[config.mk]
export PLATFORM = sky130hd
export DESIGN_NAME = jtdsp16_pmem
export DESIGN_NICKNAME = d
export VERILOG_FILES = /design/src/rtl/jtdsp16_pkg.sv /design/src/rtl/jtdsp16_pmem_buf.sv /design/src/rtl/jtdsp16_pmem.sv
export SDC_FILE = /design/constraint.sdc
export NUM_CORES = 1
export LEC_CHECK = 0
export CAP_MARGIN = 30
export CORE_ASPECT_RATIO = 0.8
export CORE_MARGIN = 2
export CORE_UTILIZATION = 48
export CTS_CLUSTER_SIZE = 28
export DETAILED_ROUTE_END_ITERATION = 16
export PLACE_DENSITY = 0.68
export SLEW_MARGIN = 20
export SYNTH_ARGS = -nofsm -noshare
export SYNTH_HDL_FRONTEND = slang
export SYNTH_HIERARCHICAL = 1
export SYNTH_SLANG_ARGS = --single-unit
[constraint.sdc]
create_clock -name clk -period 2.4 [get_ports clk]
set_input_delay 0.36 -clock clk [delete_from_list [all_inputs] [get_ports clk]]
set_output_delay 0.36 -clock clk [all_outputs]
set_load 0.005 [all_outputs]
[src/rtl/jtdsp16_pkg.sv]
// Shared constants for the JTDSP16 program-memory fetch buffer.
// Optional next-word prefetch is enabled with JTDSP16_PMEM_PREFETCH_EN.
package jtdsp16_pkg;

  typedef enum logic [1:0] {
    ST_IDLE = 2'd0,
    ST_LO   = 2'd1,
    ST_HI   = 2'd2,
    ST_FILL = 2'd3
  } pmem_state_t;

  localparam int PMEM_ENTRIES = 2;

endpackage

[src/rtl/jtdsp16_pmem_buf.sv]
// Two-entry instruction buffer: tag/data/valid store, hit lookup and LRU victim choice.
// JTDSP16_PMEM_PREFETCH_EN adds a second lookup port used to test the prefetch address.
module jtdsp16_pmem_buf
  import jtdsp16_pkg::*;
(
  input  logic        rst,
  input  logic        clk,
  input  logic        cen,
  input  logic [15:0] rom_addr,
  output logic        hit,
  output logic [15:0] hit_data,
  input  logic        wr_en,
  input  logic [15:0] wr_tag,
  input  logic [15:0] wr_data
`ifdef JTDSP16_PMEM_PREFETCH_EN
  ,
  input  logic [15:0] probe_addr,
  output logic        probe_hit
`endif
);

  logic [PMEM_ENTRIES-1:0] valid;
  logic [PMEM_ENTRIES-1:0] match;
  logic [PMEM_ENTRIES-1:0] dup;
  logic [15:0]             tag  [PMEM_ENTRIES];
  logic [15:0]             data [PMEM_ENTRIES];
  logic                    lru;
  logic                    hit_idx;
  logic                    wr_sel;

  always_comb begin
    match = '0;
    dup   = '0;
    for (int i = 0; i < PMEM_ENTRIES; i++) begin
      match[i] = valid[i] && (tag[i] == rom_addr);
      dup[i]   = valid[i] && (tag[i] == wr_tag);
    end
  end

  assign hit      = |match;
  assign hit_idx  = match[1];
  assign hit_data = data[hit_idx];

`ifdef JTDSP16_PMEM_PREFETCH_EN
  assign probe_hit = (valid[0] && (tag[0] == probe_addr)) ||
                     (valid[1] && (tag[1] == probe_addr));
`endif

  // Victim: an existing copy of the tag wins, then the entry not feeding the DSP, then LRU
  always_comb begin
    wr_sel = lru;
    if (hit) wr_sel = ~hit_idx;
    if (dup[0])      wr_sel = 1'b0;
    else if (dup[1]) wr_sel = 1'b1;
  end

  always_ff @(posedge clk or posedge rst) begin
    if (rst) begin
      valid <= '0;
      lru   <= 1'b0;
      for (int i = 0; i < PMEM_ENTRIES; i++) begin
        tag[i]  <= '0;
        data[i] <= '0;
      end
    end else begin
      if (cen && hit) lru <= ~hit_idx;
      if (wr_en) begin
        valid[wr_sel] <= 1'b1;
        tag[wr_sel]   <= wr_tag;
        data[wr_sel]  <= wr_data;
      end
    end
  end

endmodule

[src/rtl/jtdsp16_pmem.sv]
// JTDSP16 program memory front end: serves instruction words from a 2-entry buffer and refills
// it from a byte-wide external ROM. JTDSP16_PMEM_PREFETCH_EN enables next-word prefetch.
module jtdsp16_pmem
  import jtdsp16_pkg::*;
(
  input  logic        rst,
  input  logic        clk,
  input  logic        cen,
  input  logic [15:0] rom_addr,
  output logic [15:0] rom_dout,
  output logic        rom_wait,
  output logic [16:0] prog_addr,
  output logic        prog_cs,
  input  logic [7:0]  prog_data,
  input  logic        prog_ok
);

  pmem_state_t state, state_nx;
  logic [15:0] fetch_addr, fetch_nx;
  logic [15:0] dout_q, hit_data;
  logic [7:0]  lo_byte, lo_nx, hi_byte, hi_nx;
  logic [16:0] paddr_nx;
  logic        pcs_nx, hit, wr_en;

`ifdef JTDSP16_PMEM_PREFETCH_EN
  logic [15:0] last_fill, last_nx, pf_addr;
  logic        pf_armed, armed_nx, is_pf, is_pf_nx, probe_hit;

  assign pf_addr = last_fill + 16'd1;
`endif

  jtdsp16_pmem_buf u_buf (
    .rst        (rst),
    .clk        (clk),
    .cen        (cen),
    .rom_addr   (rom_addr),
    .hit        (hit),
    .hit_data   (hit_data),
    .wr_en      (wr_en),
    .wr_tag     (fetch_addr),
    .wr_data    ({hi_byte, lo_byte})
`ifdef JTDSP16_PMEM_PREFETCH_EN
    ,
    .probe_addr (pf_addr),
    .probe_hit  (probe_hit)
`endif
  );

  assign rom_wait = ~hit;
  assign rom_dout = hit ? hit_data : dout_q;

  always_comb begin
    state_nx = state;
    fetch_nx = fetch_addr;
    lo_nx    = lo_byte;
    hi_nx    = hi_byte;
    paddr_nx = prog_addr;
    pcs_nx   = prog_cs;
    wr_en    = 1'b0;
`ifdef JTDSP16_PMEM_PREFETCH_EN
    last_nx  = last_fill;
    armed_nx = pf_armed;
    is_pf_nx = is_pf;
`endif
    case (state)
      ST_IDLE: begin
        if (!hit) begin
          fetch_nx = rom_addr;
          paddr_nx = {rom_addr, 1'b0};
          pcs_nx   = 1'b1;
          state_nx = ST_LO;
`ifdef JTDSP16_PMEM_PREFETCH_EN
          is_pf_nx = 1'b0;
`endif
        end
`ifdef JTDSP16_PMEM_PREFETCH_EN
        else if (pf_armed && !probe_hit) begin
          fetch_nx = pf_addr;
          paddr_nx = {pf_addr, 1'b0};
          pcs_nx   = 1'b1;
          state_nx = ST_LO;
          is_pf_nx = 1'b1;
        end
`endif
      end
      ST_LO: begin
        if (prog_ok) begin
          lo_nx    = prog_data;
          paddr_nx = {fetch_addr, 1'b1};
          state_nx = ST_HI;
        end
      end
      ST_HI: begin
        if (prog_ok) begin
          hi_nx    = prog_data;
          pcs_nx   = 1'b0;
          state_nx = ST_FILL;
        end
      end
      ST_FILL: begin
        wr_en    = 1'b1;
        state_nx = ST_IDLE;
`ifdef JTDSP16_PMEM_PREFETCH_EN
        // Only demand fills move the prefetch target, so a prefetch never chains
        if (!is_pf) begin
          last_nx  = fetch_addr;
          armed_nx = 1'b1;
        end
`endif
      end
      default: state_nx = ST_IDLE;
    endcase
  end

  always_ff @(posedge clk or posedge rst) begin
    if (rst) begin
      state      <= ST_IDLE;
      fetch_addr <= '0;
      lo_byte    <= '0;
      hi_byte    <= '0;
      prog_addr  <= '0;
      prog_cs    <= 1'b0;
      dout_q     <= '0;
`ifdef JTDSP16_PMEM_PREFETCH_EN
      last_fill  <= '0;
      pf_armed   <= 1'b0;
      is_pf      <= 1'b0;
`endif
    end else begin
      state      <= state_nx;
      fetch_addr <= fetch_nx;
      lo_byte    <= lo_nx;
      hi_byte    <= hi_nx;
      prog_addr  <= paddr_nx;
      prog_cs    <= pcs_nx;
      dout_q     <= rom_dout;
`ifdef JTDSP16_PMEM_PREFETCH_EN
      last_fill  <= last_nx;
      pf_armed   <= armed_nx;
      is_pf      <= is_pf_nx;
`endif
    end
  end

endmodule

==> metrics.yaml <==
timing:
  hold_viol: 0
  maxSlewHeadroom_pct: 59.1
  period_share_pct: 132
  fin_skew_ps: 8.10
  maxSlewViolCount: 0
  hold_ws_ps: 374
  fin_crit_ps: 3170
  max_freq_mhz: 315
  fin_ws_ps: -770
  setup_viol: 120
  tightest_slew_ps: 614
  rsz0062_at_grt: "yes"
routing:
  dr.pass1.iters: 4
  viasPerCell: 5.32
  ant_nets: 0
  wl_mm: 18.0
  route.detailed.drc: 0
  num_vias: 4364
  avgRoutedWirePerCell_um: 22.0
  drt-initial-drc-count: 332
placed_design:
  place_hpwl_mm: 9.85
  gp_congestion: 0.823
  portBuffers: 62
  post_dp_cell_area_um2: 7910
clock_network:
  cts_inserted_buffers: 17
  clock_path_buffers: 2
  htreeDepth: 4
  clock_latency_ps: 430
  cts.clk_slew.worst_paths_ps: 60
  clock_sinks: 135
  clock-root-buffer: "clkbuf_16"
  cts_tree: "built"
global_routing:
  grt_max_degree: 68
  grt_usage_pct: 26.3
  grt-ovfl-total: 0
  grt_pass1_wl_mm: 27.9
  first_global_vias: 4797
  grt_antenna_before_repair: 0
logic_synthesis:
  synth_nets: 481
  synth_area_leaders: "dfrtp_1 (52%), mux2_2 (21%), mux2_4 (9.0%)"
  synth_top_area_cell: "dfrtp_1"
  yosysUniqueCellTypes: 36
  synth_top_area_share_pct: 51.8
  syn-cell-area_um2: 6520
  syn_area_per_cell_um2: 14.6
  syn_inst: 446
  yosysWarnings: 6
  ys_seq_area_share_pct: 51.8
  yosys_register_bits: 135
critical_path:
  crit_fanout: 5
  r2r.worst_path.cells: 14
  cp.arrival_ps: 2810
  start_kind: "flop"
  critical_path_class: "flop to output pin"
  endpoint_kind: "output pin"
  critPathRequiredTime_ps: 2040
final_layout:
  antenna_cells: 0
  fin_area_um2: 9670
  area_delta_synth_final_pct: 48.4
  drive_above_1_share_pct: 56.6
  nets: 663
floorplan:
  io-pin-count: 63
  num_rows: 38
  start_util_pct: 48.6
  dieWidth_um: 134
  die-area_um2: 14500
  core_region_area_um2: 13400
  die_h_um: 108
status:
  status: "finished, violations left"
  violations: "negative setup slack"
power:
  power_density_nw_per_um2: 1250
  p_leak_uw: 0.00451
  ir_drop_v: 0.000815
flow_run:
  drv_cap: 0
hold_path:
  hold_class: "input pin to asynchronous set/reset pin"
[final cells by class]
class / count / area [µm²]
well taps: 180 / 225
multi-input cells: 287 / 3440
flip-flops and latches: 135 / 3380
clock inverters: 12 / 245
fillers: 822 / 3740
clock buffers: 20 / 457
repair buffers: 179 / 1890
inverters: 8 / 30.0
[Yosys cell counts (all sizes together)]
cell type  instances
a211oi             2
a21oi              3
a311oi             1
buf               14
clkbuf             2
dfrtp            135
ha                 7
inv                8
mux2             162
mux2i              1
nand2              8
nand2b             2
nand3              3
nand4              7
nand4bb            1
nor2               2
nor2b              2
nor3               2
nor3b              1
nor4              10
o2111ai            1
o211ai             1
o21ai              2
o21bai             1
o221a              1
o22ai              1
o41a               1
or2                1
xnor2             26
xor2              38
[layout by cell type (no fill, tap or decap), types with 3 or more instances in the layout]
| master | instances |
|---|---|
| bufinv_16 | 7 |
| buf_12 | 13 |
| clkdlybuf4s50_1 | 35 |
| clkbuf_16 | 17 |
| buf_4 | 72 |
| nor4_2 | 6 |
| nand2_1 | 6 |
| inv_1 | 5 |
| inv_2 | 3 |
| nand4_1 | 7 |
| dfrtp_1 | 135 |
| dlygate4sd2_1 | 9 |
| buf_6 | 35 |
| mux2_4 | 96 |
| nor4_1 | 3 |
| xor2_1 | 36 |
| buf_2 | 3 |
| xnor2_1 | 19 |
| mux2_2 | 66 |
| xnor2_2 | 6 |
| ha_1 | 7 |
| buf_16 | 6 |
| buf_8 | 5 |
[power by group]
part	leakage, µW	internal (µW)	switching [µW]
combinational	0.00248	3190	2110
clock	0.000341	2110	1000
sequential	0.00169	3060	640
[final timing paths]
path	start	endpoint	slack, ps
max	u_buf/tag[30]	rom_dout[8]	-770
max reg2reg	u_buf/tag[30]	prog_addr[8]	-600
min reg2reg	dout_q[2]	dout_q[2]	490
max in group asynchronous	rst	fetch_addr[12]	1490
min	rst	u_buf/tag[1]	370
min in group clk	rom_addr[7]	fetch_addr[7]	420
[layer usage]
| metal | GRT usage (%) | vias to the layer above | wire, µm |
|---|---|---|---|
| li1 | - | 1965 | - |
| met1 | 37.4 | 2259 | 8460 |
| met2 | 39.6 | 115 | 8370 |
| met3 | 6.47 | 25 | 944 |
| met4 | 8.95 | 0 | 279 |
| met5 | 0 | - | 0 |
[sequential cells by signal, summed over array words and instances (netlist names)]
register     flops
u_buf/data      32
u_buf/tag       32
prog_addr       17
dout_q          16
fetch_addr      16
hi_byte          8
lo_byte          8
state            2
u_buf/valid      2
prog_cs          1
u_buf/lru        1
[logic make-up (layout without fill, tap and decap cells)]
logic type / Yosys count / in the layout / share of synthesized area (%)
flip-flops: 135 / 135 / 51.8
AO/OA/AOI/OAI: 14 / 14 / 1.92
AND/OR/NAND/NOR: 39 / 39 / 3.36
XOR/XNOR: 64 / 64 / 8.60
buffers and inverters: 24 / 219 / 2.55
multiplexers: 163 / 163 / 30.4
adder cells (fa/ha/maj): 7 / 7 / 1.34
[per-stage QoR]
stage	std cells	power [µW]	util [%]	setup WS [ps]	TNS, ps
6_report	821	12100	72.1	-770	-54610
5_1_grt	821	12600	72.1	-871	-66840
2_1_floorplan	446	6150	-	3.56	0
3_3_place_gp	753	7510	59.0	-1050	-86210
4_1_cts	821	11700	71.7	-744	-32280
3_5_place_dp	753	7640	59.0	-1070	-86520
[timing repair]
| item | in CTS | in global routing |
|---|---|---|
| pin swaps | 17 | 6 |
| setup buffers | 31 | 7 |
| hold buffers | 0 | 0 |
| gates cloned | 13 | 0 |
| gates resized for setup | 202 | 39 |
| setup endpoints to repair | 117 | 135 |
[critical path: stages (launching register included)]
cell and delay (ps):
dfrtp_1 400, xor2_1 180, nor4_1 300, nand2_1 170
buf_6 150, nor4_4 230, o21bai_4 230, buf_12 150
buf_12 120, mux2_4 320, buf_6 120
No activity file was read; power rests on OpenSTA's default activity.
